--- src/rtl/fp_sub_seq_pkg.sv ---
// Shared definitions for the sequential single-precision subtractor:
// FSM encoding, field widths and special-value constants.
package fp_sub_seq_pkg;

  localparam int unsigned EXP_W = 8;
  localparam int unsigned MAN_W = 23;
  localparam int unsigned GRS_W = 3;
  localparam int unsigned DP_W  = 27;
  localparam int unsigned SUM_W = DP_W + 1;

  localparam logic [31:0]      QNAN    = 32'h7FC0_0000;
  localparam logic [EXP_W-1:0] EXP_INF = 8'hFF;

  typedef enum logic [2:0] {
    IDLE   = 3'd0,
    UNPACK = 3'd1,
    ALIGN  = 3'd2,
    ADD    = 3'd3,
    NORM   = 3'd4,
    DONE   = 3'd5
  } state_e;

  typedef struct packed {
    logic             sign;
    logic [EXP_W-1:0] exp;
    logic [MAN_W-1:0] man;
  } fp_t;

endpackage

--- src/rtl/fp_sub_seq_split.sv ---
// Splits an IEEE-754 single word into sign, exponent and mantissa fields.
module fp_sub_seq_split
  import fp_sub_seq_pkg::*;
(
  input  logic [31:0]      op_i,
  output logic             sign_c_o,
  output logic [EXP_W-1:0] exp_c_o,
  output logic [MAN_W-1:0] man_c_o
);

  fp_t op_c;

  assign op_c     = op_i;
  assign sign_c_o = op_c.sign;
  assign exp_c_o  = op_c.exp;
  assign man_c_o  = op_c.man;

endmodule

--- src/rtl/fp_sub_seq.sv ---
// Multi-cycle IEEE-754 single subtractor (a - b), truncating, with flush-to-zero
// for exponent-0 inputs and a canonical NaN for any exponent-255 input.
module fp_sub_seq
  import fp_sub_seq_pkg::*;
(
  input  logic        clk,
  input  logic        rst,
  input  logic        start,
  input  logic [31:0] a,
  input  logic [31:0] b,
  output logic [31:0] result,
  output logic        done,
  output logic        busy
);

  state_e             state_q, state_d;
  logic [31:0]        a_q, a_d, b_q, b_d;
  logic               sign_q, sign_d, sub_q, sub_d;
  logic [EXP_W-1:0]   exp_q, exp_d, diff_q, diff_d;
  logic [DP_W-1:0]    mx_q, mx_d, my_q, my_d;
  logic [SUM_W-1:0]   sum_q, sum_d;
  fp_t                res_q, res_d;
  logic               done_q, busy_q;

  logic               sa_c, sb_c;
  logic [EXP_W-1:0]   ea_c, eb_c;
  logic [MAN_W-1:0]   ma_c, mb_c, fa_c, fb_c;
  logic [DP_W-1:0]    xa_c, xb_c;
  logic               a_ge_b_c;

  fp_sub_seq_split u_split_a (.op_i(a_q), .sign_c_o(sa_c), .exp_c_o(ea_c), .man_c_o(ma_c));
  fp_sub_seq_split u_split_b (.op_i(b_q), .sign_c_o(sb_c), .exp_c_o(eb_c), .man_c_o(mb_c));

  // Exponent-0 operands are flushed to zero, so they carry neither hidden bit nor fraction.
  assign fa_c     = (ea_c != '0) ? ma_c : '0;
  assign fb_c     = (eb_c != '0) ? mb_c : '0;
  assign xa_c     = {ea_c != '0, fa_c, GRS_W'(0)};
  assign xb_c     = {eb_c != '0, fb_c, GRS_W'(0)};
  assign a_ge_b_c = {ea_c, fa_c} >= {eb_c, fb_c};

  assign result = res_q;
  assign done   = done_q;
  assign busy   = busy_q;

  always_ff @(posedge clk or posedge rst) begin
    if (rst) begin
      state_q <= IDLE;
      a_q     <= '0;
      b_q     <= '0;
      sign_q  <= 1'b0;
      sub_q   <= 1'b0;
      exp_q   <= '0;
      diff_q  <= '0;
      mx_q    <= '0;
      my_q    <= '0;
      sum_q   <= '0;
      res_q   <= '0;
      done_q  <= 1'b0;
      busy_q  <= 1'b0;
    end else begin
      state_q <= state_d;
      a_q     <= a_d;
      b_q     <= b_d;
      sign_q  <= sign_d;
      sub_q   <= sub_d;
      exp_q   <= exp_d;
      diff_q  <= diff_d;
      mx_q    <= mx_d;
      my_q    <= my_d;
      sum_q   <= sum_d;
      res_q   <= res_d;
      done_q  <= (state_d == DONE);
      busy_q  <= (state_d != IDLE);
    end
  end

  always_comb begin
    state_d = state_q;
    a_d     = a_q;
    b_d     = b_q;
    sign_d  = sign_q;
    sub_d   = sub_q;
    exp_d   = exp_q;
    diff_d  = diff_q;
    mx_d    = mx_q;
    my_d    = my_q;
    sum_d   = sum_q;
    res_d   = res_q;

    case (state_q)
      IDLE: begin
        if (start) begin
          a_d     = a;
          b_d     = {~b[31], b[30:0]};
          state_d = UNPACK;
        end
      end

      UNPACK: begin
        if (ea_c == EXP_INF || eb_c == EXP_INF) begin
          res_d   = QNAN;
          state_d = DONE;
        end else begin
          sub_d   = sa_c ^ sb_c;
          state_d = ALIGN;
          if (a_ge_b_c) begin
            sign_d = sa_c;
            exp_d  = ea_c;
            diff_d = ea_c - eb_c;
            mx_d   = xa_c;
            my_d   = xb_c;
          end else begin
            sign_d = sb_c;
            exp_d  = eb_c;
            diff_d = eb_c - ea_c;
            mx_d   = xb_c;
            my_d   = xa_c;
          end
        end
      end

      ALIGN: begin
        if (diff_q == '0) begin
          state_d = ADD;
        end else if (diff_q >= EXP_W'(DP_W)) begin
          my_d    = DP_W'(|my_q);
          diff_d  = '0;
          state_d = ADD;
        end else begin
          my_d   = {1'b0, my_q[DP_W-1:2], |my_q[1:0]};
          diff_d = diff_q - EXP_W'(1);
          if (diff_q == EXP_W'(1)) state_d = ADD;
        end
      end

      ADD: begin
        sum_d   = sub_q ? ({1'b0, mx_q} - {1'b0, my_q}) : ({1'b0, mx_q} + {1'b0, my_q});
        state_d = NORM;
      end

      // Normalise to a leading one at bit 26; GRS bits are dropped at pack.
      NORM: begin
        if (sum_q == '0) begin
          res_d   = '0;
          state_d = DONE;
        end else if (sum_q[SUM_W-1]) begin
          sum_d = {1'b0, sum_q[SUM_W-1:2], |sum_q[1:0]};
          exp_d = exp_q + EXP_W'(1);
          if (exp_q == EXP_INF - EXP_W'(1)) begin
            res_d   = {sign_q, EXP_INF, MAN_W'(0)};
            state_d = DONE;
          end
        end else if (sum_q[SUM_W-2]) begin
          res_d   = {sign_q, exp_q, sum_q[SUM_W-3:GRS_W]};
          state_d = DONE;
        end else begin
          sum_d = {sum_q[SUM_W-2:0], 1'b0};
          exp_d = exp_q - EXP_W'(1);
          if (exp_q == EXP_W'(1)) begin
            res_d   = {sign_q, 31'(0)};
            state_d = DONE;
          end
        end
      end

      DONE: state_d = IDLE;

      default: state_d = IDLE;
    endcase
  end

endmodule

--- config.mk ---
export PLATFORM = sky130hd
export DESIGN_NAME = fp_sub_seq
export DESIGN_NICKNAME = d
export VERILOG_FILES = /design/src/rtl/fp_sub_seq_pkg.sv /design/src/rtl/fp_sub_seq_split.sv /design/src/rtl/fp_sub_seq.sv
export SDC_FILE = /design/constraint.sdc
export NUM_CORES = 1
export LEC_CHECK = 0
export CORE_UTILIZATION = 64
export CTS_CLUSTER_DIAMETER = 200
export DETAILED_ROUTE_END_ITERATION = 10
export PLACE_DENSITY = 0.89
export SETUP_SLACK_MARGIN = 0.5
export SYNTH_ARGS = -nofsm -noshare
export SYNTH_HDL_FRONTEND = slang
export SYNTH_HIERARCHICAL = 1
export SYNTH_SLANG_ARGS = --single-unit
--- constraint.sdc ---
create_clock -name clk -period 19.94 [get_ports clk]
set_clock_uncertainty 0.2 [all_clocks]
set_input_delay 2.991 -clock clk [delete_from_list [all_inputs] [get_ports clk]]
set_output_delay 2.991 -clock clk [all_outputs]
set_load 0.05 [all_outputs]
After elaboration in Yosys (flattened, before gate mapping)
Index checks and enable logic that the tools add are counted.
{ "totals": {"inputBits": 67, "wordCells": 108, "regBits": 201, "out_inout_bits": 34} }
{ "classes": {"magnitude_cmp": 2, "mux": 43, "addsub": 7, "n_eq_ne": 17, "n_reduce_logical": 20, "bitwise": 3} }
{ "op_table": {"columns": ["cell", "n"], "rows": [
  ["two-way mux 32 bit", 6],
  ["two-way mux 27 bit", 6],
  ["two-way mux 8 bit", 9],
  ["case mux 32 bit (2 select lines)", 1],
  ["two-way mux 28 bit", 2],
  ["case mux 28 bit (2 select lines)", 1],
  ["case mux 27 bit (2 select lines)", 1],
  ["two-way mux 23 bit", 2],
  ["case mux 8 bit (2 select lines)", 2],
  [">= comparator 31 bit", 1],
  ["two-way mux 3 bit", 10],
  ["adder 27 x 27 -> 28 bit", 1],
  ["zero test 28 bit", 1],
  ["subtractor 27 x 27 -> 28 bit", 1],
  ["OR reduction 27 bit", 1],
  ["two-way mux 26 bit", 1],
  ["== test 8 bit (second input constant)", 3],
  ["== test 8 x 1 -> 1 bit (second input constant)", 2],
  ["nonzero test 8 bit", 2],
  ["subtractor 8 x 1 -> 8 bit (second input constant)", 2],
  ["subtractor 8 bit", 2],
  ["case mux 3 bit (5 select lines)", 1],
  ["adder 8 x 1 -> 8 bit (second input constant)", 1],
  [">= comparator 8 x 5 -> 1 bit (second input constant)", 1],
  ["19 further kinds", 32]
]} }

Depth between registers and ports, before layout
Gate-level depths: netlist (run 1).
{ "depth": {"word_depth": 7, "depth_mapped": 19, "mapped_depth_nobuf": 17} }

Hierarchy
The synthesis (run 1) kept the hierarchy.
{ "by_module_without_submodules": {"columns": ["mod", "instances", "area_per_inst_um2", "cells_per_inst", "seq_area_each_um2"], "rows": [
  ["fp_sub_seq", 1, 12513.3, 1405, 4954.8],
  ["fp_sub_seq_split", 2, 240.2, 32, 0.0]
]} }

Worst setup path before layout (run 1)
Ideal clock, no wire load.
{ "synth_timing": {"kind": "input-to-reg", "from": "in start", "to": "reg a_q[10]", "required_time_ns": 19.615, "stages": 4, "slack_ns": 15.320, "setup_ns": 0.125, "arrival_ns": 4.295, "n_path_buf": 2, "path_cell_list": "nor4b_1 -> clkbuf_1 -> clkbuf_1 -> mux2_2"} }
{ "synth_via": {"elab_chain_len": 1} }
{ "synth_lines": {"columns": ["item", "line_no", "source"], "rows": [
  ["start, declared", "fp_sub_seq.sv:8", "input logic start,"],
  ["AND reduction 2 bit (no source line)", null, null],
  ["end signal, assigned", "fp_sub_seq.sv:48", "a_q <= '0;"],
  ["end signal, assigned", "fp_sub_seq.sv:62", "a_q <= a_d;"],
  ["end, declared", "fp_sub_seq.sv:17", "logic [31:0] a_q, a_d, b_q, b_d;"]
]} }
Every way passes these cells.
A chain may end at the register's enable or synchronous reset.

Worst setup path after layout (run 1)
{ "layout_timing": {"from": "reg a_q[23]", "to": "reg my_q[24]"} }
{ "layout_via": {"elab_chain_len": 6, "word_cells_on_any_way": 10, "cone_classes": "order compare: 1; eq/ne: 2; mux: 4; reduce/logical: 3"} }
{ "layout_lines": {"columns": ["item", "line_no", "source"], "rows": [
  ["nonzero test 8 bit", "fp_sub_seq.sv:35", "assign fa_c = (ea_c != '0) ? ma_c : '0;"],
  ["two-way mux 23 bit", "fp_sub_seq.sv:35", null],
  [">= comparator 31 bit", "fp_sub_seq.sv:39", "assign a_ge_b_c = {ea_c, fa_c} >= {eb_c, fb_c};"],
  ["two-way mux 27 bit", "fp_sub_seq.sv:106", "if (a_ge_b_c) begin"],
  ["two-way mux 27 bit", "fp_sub_seq.sv:100", "if (ea_c == EXP_INF || eb_c == EXP_INF) begin"],
  ["case mux 27 bit (2 select lines)", "fp_sub_seq.sv:90", "case (state_q)"],
  ["end signal, assigned", "fp_sub_seq.sv:69", "my_q <= my_d;"],
  ["end, declared", "fp_sub_seq.sv:20", "logic [DP_W-1:0] mx_q, mx_d, my_q, my_d;"]
]} }
Parallel ways exist; a longest one is shown, timed or not. The select of a mux whose other input is x is not followed.

==> flow_summary_export.csv, run 1 <==
group,metric,value,unit
drt,wl_met1,13.4,mm
worst_setup_path,path_cells,"nor4_1 > nand2_1 > and2_1 > ha_1 > a21o_1 > a21o_1 > a221o_1 > a31oi_2 > nor4_1 > nor2_4 > o21ai_0 > a221oi_1 > a21oi_1",
drt,drc,0,
run,cap_violations,0,
sta,fmax,0.198,GHz
logic_synthesis,synth_mux_area_frac,0.0634,
drt,routedWlPerCell,17.9,um
floorplan,start_util,0.661,
logic_synthesis,synth_top_flop_cell,"dfrtp_1",
sta,holdWs,0.292,ns
global_routing,grt_pass1_wl,50.9,mm
logic_synthesis,synth_compound_area_frac,0.203,
logic_synthesis,synthArstFlopShare,1.00,
finish,syn_to_final_growth,9.11,%
floorplan,io_pins,101,
logic_synthesis,avgSynthCellArea,8.85,sq um
sta,fin_crit_sh,0.253,
cts,hold_buffers,0,
logic_synthesis,yosysTopAreaCellShare,0.381,
logic_synthesis,synth_xor_area_frac,0.0357,
sta,hold_viol_final,0,
placement,io_buffers,100,
cts,clock_sinks,198,
worst_setup_path,worst_path_largest_cell_delay,0.93,ns
drt,antenna_left,0,
logic_synthesis,synth-simple-area-share,0.165,
floorplan,die-area,0.0209,sq mm
global_routing,grt_max_degree,151,
logic_synthesis,syn-num-nets,1609,
logic_synthesis,yosysUniqueCellTypes,79,
run_status,status,"finished, final reports clean",
min_path,min_path_type,"flip-flop to flip-flop",
logic_synthesis,ys_ff_latch,198,
worst_setup_path,endpoint_kind,"flip-flop",
worst_setup_path,worstPathRequired,20.06,ns
drt,maxUsedRoutingLayer,"met4",
logic_synthesis,syn_inst,1469,
cts,clock_latency,0.46,ns
cts,cts-root-buf,"clkbuf_16",
logic_synthesis,yosysWarnings,6,
drt,route.met2.wl,14.3,mm
logic_synthesis,synth_adder_area_share,0.0714,
global_routing,grt_antenna_before_repair,0,
worst_setup_path,worst-path-max-fanout,63,
drt,drt-total-wl,30.9,mm
cts,cts_tree,"built",
sta,relSlewSlack,0.189,
global_routing,track_usage,0.312,
logic_synthesis,synth_top_family_by_area,"compound AO/OA/AOI/OAI gates",
global_routing,grt_pass1_vias,10200,
logic_synthesis,seq_area_frac_synth,0.381,
finish,drive_above_1_share,0.0943,
worst_setup_path,path_buf_inv,0,
cts,ctsLongestPathBuffers,2,
drt,vias_per_cell,6.31,
placement,place_congestion,0.918,
worst_setup_path,worstSetupStartpointType,"flip-flop",
logic_synthesis,synth.largest_area_cell,"dfrtp_1",
worst_setup_path,critPathKind,"flip-flop to flip-flop",
finish,antenna-diode-count,0,
cts,post_cts_resized,0,
logic_synthesis,synth_edf_count,0,
logic_synthesis,synthTopCellsByArea,"dfrtp_1, ha_1, mux2_2, a21oi_1, nand2_1",
cts,h-tree-depth,4,
worst_setup_path,arrival,5.17,ns
sta,worstMarginPinSlew,1.21,ns
sta,slew_viol_final,0,
cts,cts_buffers,17,
placement,dpl.hpwl,22.3,mm
sta,tns,0,ns
finish,num-nets-final,1591,
global_routing,grt_overflow,0,
drt,met3_length,2.35,mm
drt,vias,10900,
drt,drt_iter0_drc,1050,
drt,drtPass1Iterations,6,
sta,fin_crit,5.05,ns
sta,setup_violations,0,
floorplan,core_area,0.0197,sq mm
sta,rsz0062_at_grt,"no",
logic_synthesis,syn_area,0.0130,sq mm
worst_setup_path,crit_family,"simple AND/OR/NAND/NOR gates",
worst_setup_path,slowest_stage,"nor2_4",
floorplan,die_w,144,um
floorplan,rows,51,
floorplan,die_h,144,um
cts,postCtsSetupRepairBufs,0,
cts,clk_pin_slew_worst_paths,0.08,ns
-- cells in the final DEF, fill, tap and decap left out, types with 27 or more instances in the layout --
master           instances
a21oi_1                132
mux2_2                  64
inv_1                   51
o21ai_0                109
ha_1                    71
dfrtp_1                198
and2_1                  27
nand2_1                163
xnor2_1                 41
clkdlybuf4s50_1        100
nor2_1                 111
nor3_1                  30
-- final cells by class --
type | instances | area (sq um)
multi-input cells | 1071 | 7020
clock buffers | 17 | 425
flip-flops and latches | 198 | 4950
inverters | 52 | 203
fillers | 1447 | 5480
clock inverters | 15 | 158
well taps | 265 | 332
repair buffers | 111 | 1080
-- flip-flops by register name (all words and copies together) (netlist names) --
name     count
busy         1
a_q         32
b_q         32
exp_q        8
done         1
diff_q       8
sub_q        1
sum_q       28
mx_q        24
my_q        27
result      32
state_q      3
sign_q       1
-- metal layers --
layer / vias up / GRT usage
li1: 5137 / -
met1: 5184 / 0.432
met2: 513 / 0.491
met3: 76 / 0.0556
met4: 0 / 0.115
met5: - / 0
-- Yosys cell counts (all sizes together) (12+ instances only) --
cell / count
a22oi: 18
nor3: 30
mux2: 66
and3: 13
a21oi: 132
a31oi: 23
dfrtp: 198
ha: 71
buf: 74
a21o: 23
xor2: 12
and2: 29
inv: 52
o21ai: 116
nor2: 112
a22o: 24
xnor2: 41
clkbuf: 74
nor3b: 12
nand2: 164
nand4: 16
nor4: 18
-- through the flow --
stage | instance area [sq um] | setup WS, ns | utilization | std cells
2_1_floorplan | 13000 | 11.35 | - | 1469
3_3_place_gp | 13600 | 14.81 | 0.692 | 1697
3_5_place_dp | 13600 | 14.77 | 0.692 | 1697
4_1_cts | 14200 | 14.97 | 0.721 | 1729
5_1_grt | 14200 | 14.35 | 0.721 | 1729
6_report | 14200 | 14.89 | 0.721 | 1729
-- worst paths after layout --
| check | start | endpoint | slack [ns] | depth (start not counted) |
|---|---|---|---|---|
| hold reg to reg | mx_q[16] | mx_q[16] | 0.29 | 2 |
| max in group asynchronous | rst | diff_q[0] | 15.32 | 3 |
| setup / recovery | a_q[23] | my_q[24] | 14.89 | 13 |
| hold / removal | mx_q[16] | mx_q[16] | 0.29 | 2 |
| min in group asynchronous | rst | result[3] | 2.95 | 2 |
| setup reg to reg | a_q[23] | my_q[24] | 14.89 | 13 |
-- cells by family after synthesis --
| logic type | Yosys count |
|---|---|
| xor gates and xnor gates | 53 |
| muxes | 74 |
| DFF | 198 |
| AOI/OAI and AO/OA | 419 |
| and+or+nand+nor | 452 |
| adders and majority gates | 73 |
| buffers and inverters | 200 |
-- tightest hold or removal path: stages, from the launching register on --
cell	delay, ns
dfrtp_1	0.35
nand2_1	0.05
o21ai_0	0.06
Power of run 1 is not shown: default switching activity piles up to over one toggle a cycle in this logic, so the estimate is an artifact.
==> inputs of run 2 (changes only) <==
--- a/config.mk
+++ b/config.mk
@@ -5,10 +5,10 @@
 export SDC_FILE = /design/constraint.sdc
 export NUM_CORES = 1
 export LEC_CHECK = 0
-export CORE_UTILIZATION = 64
+export CORE_UTILIZATION = 60
 export CTS_CLUSTER_DIAMETER = 200
 export DETAILED_ROUTE_END_ITERATION = 10
-export PLACE_DENSITY = 0.89
+export PLACE_DENSITY = 0.85
 export SETUP_SLACK_MARGIN = 0.5
 export SYNTH_ARGS = -nofsm -noshare
 export SYNTH_HDL_FRONTEND = slang
==> constraint.sdc (replaced) <==
create_clock -name clk -period 5.2 [get_ports clk]
set_clock_uncertainty 0.2 [all_clocks]
set_input_delay 0.78 -clock clk [delete_from_list [all_inputs] [get_ports clk]]
set_output_delay 0.78 -clock clk [all_outputs]
set_load 0.05 [all_outputs]
==> run 2 against run 1 <==
Compared with the run above: via count shrank 1.3%; wire length shrank 0.99%; global-route usage fell by 2.4 points; sequential cell count is the same; maximum frequency up 17%; critical path depth is 1 higher; utilization is 4.7 points lower; register-to-register slack got worse by 14 ns; setup slack worse by 14 ns; largest cell class unchanged; highest routed layer unchanged.
==> flow_summary_export.csv, run 2 (same netlist as run 1, synthesis figures left out) <==
group,metric,value,unit
worst_setup_path,slowest_stage,"nor4_1",
worst_setup_path,path_buf_inv,0,
min_path,min_path_type,"flip-flop to flip-flop",
global_routing,grt_pass1_vias,10100,
drt,antenna_left,0,
cts,clock_latency,0.45,ns
global_routing,track_usage,0.288,
cts,ctsLongestPathBuffers,2,
placement,io_buffers,100,
cts,clock_sinks,198,
global_routing,grt_use_met3,0.0434,
floorplan,core_area,0.0212,sq mm
floorplan,die_w,149,um
sta,relSlewSlack,0.197,
global_routing,use_met1,0.423,
finish,post-route-util,0.674,
placement,dp.cells,1713,
finish,antenna-diode-count,0,
finish,drive_above_1_share,0.0980,
drt,drt_iter0_drc,1053,
worst_setup_path,path_cells,"nor4_1 > nand2_1 > and2_1 > ha_1 > nand2b_1 > a31oi_1 > o21ai_2 > a31oi_2 > nor4_1 > nor3_1 > o311ai_0 > a21oi_1 > xnor2_1 > o2bb2ai_1",
placement,place_congestion,0.902,
run_status,status,"finished, final reports clean",
drt,vias_per_cell,6.17,
sta,setup_slack,0.886,ns
cts,hold_buffers,0,
global_routing,grt_max_degree,163,
global_routing,grt_overflow,0,
drt,drtPass1Iterations,5,
worst_setup_path,worstPathRequired,5.33,ns
worst_setup_path,worstSetupStartpointType,"flip-flop",
worst_setup_path,crit_top_cell,"nor4_1",
drt,vias,10800,
cts,post_cts_resized,0,
cts,clk_pin_slew_worst_paths,0.08,ns
floorplan,io_pins,101,
sta,tns,0,ns
finish,syn_to_final_growth,9.76,%
sta,setup_violations,0,
sta,rsz0062_at_grt,"no",
worst_setup_path,crit_family,"simple AND/OR/NAND/NOR gates",
sta,fmax,0.232,GHz
drt,drt-total-wl,30.6,mm
sta,fin_crit_sh,0.830,
finish,mostFrequentLayoutCells,"dfrtp_1, nand2_1, a21oi_1",
global_routing,grt_antenna_before_repair,0,
global_routing,use_met2,0.433,
worst_setup_path,endpoint_kind,"flip-flop",
sta,fin_crit,4.31,ns
run,cap_violations,0,
global_routing,grt_pass1_wl,51.2,mm
placement,place_ws,0.977,ns
cts,cts_tree,"built",
worst_setup_path,worst-path-max-fanout,10,
drt,drc,0,
worst_setup_path,arrival,4.44,ns
cts,cts-root-buf,"clkbuf_16",
floorplan,start_util,0.614,
cts,postCtsSetupRepairBufs,0,
drt,routedWlPerCell,17.5,um
floorplan,die_h,149,um
floorplan,rows,53,
finish,layout_commonest_cell,"dfrtp_1",
finish,stdcell_count,1745,
cts,cts_buffers,17,
sta,hold_viol_final,0,
sta,worstMarginPinSlew,1.20,ns
global_routing,top_usage_layer,"met2",
worst_setup_path,worst_path_largest_cell_delay,0.77,ns
finish,num-nets-final,1597,
worst_setup_path,critPathKind,"flip-flop to flip-flop",
sta,slew_viol_final,0,
cts,h-tree-depth,4,
floorplan,die-area,0.0222,sq mm
placement,dpl.hpwl,22.3,mm
## run 2: cell types whose count changed in the layout (fill, tap and decap cells not counted), sizes merged
cell and change:
clkinv +1, buf +6, inv -1
## run 2: final timing paths
kind	startpoint	endpoint	slack (ns)	cells past startpoint
min	result[31]	result[31]	0.29	2
max reg2reg	b_q[23]	diff_q[5]	0.89	14
max	b_q[23]	diff_q[5]	0.89	14
min reg2reg	result[31]	result[31]	0.29	2
min in group asynchronous	rst	result[2]	0.63	3
max in group asynchronous	rst	b_q[1]	3.38	3
## run 2: metrics by stage
| stage | area [sq um] | hold WS (ns) |
|---|---|---|
| floorplan | 13000 | 0.250 |
| global placement | 13700 | 0.269 |
| detailed placement | 13700 | 0.272 |
| CTS | 14300 | 0.290 |
| global route | 14300 | 0.307 |
| finish | 14300 | 0.291 |
## run 2: layout make-up
type	instances	area, sq um
inverter	52	199
multi-input combinational	1071	7020
clock buffer	17	425
clock inverter	15	151
tap	275	344
timing repair buffer	117	1170
sequential	198	4950
fill	1698	6890
## run 2: metal layers
| metal | share of wire | wire [um] |
|---|---|---|
| met5 | 0 | 0 |
| met4 | 0.026 | 787 |
| met3 | 0.062 | 1890 |
| met2 | 0.45 | 13700 |
| met1 | 0.47 | 14200 |
## run 2: worst min-delay path, stage by stage, from the launching register on
cell and delay [ns]:
dfrtp_1 0.36, nand2_1 0.05, o31ai_1 0.05
Power of run 2 is left out for the same reason.
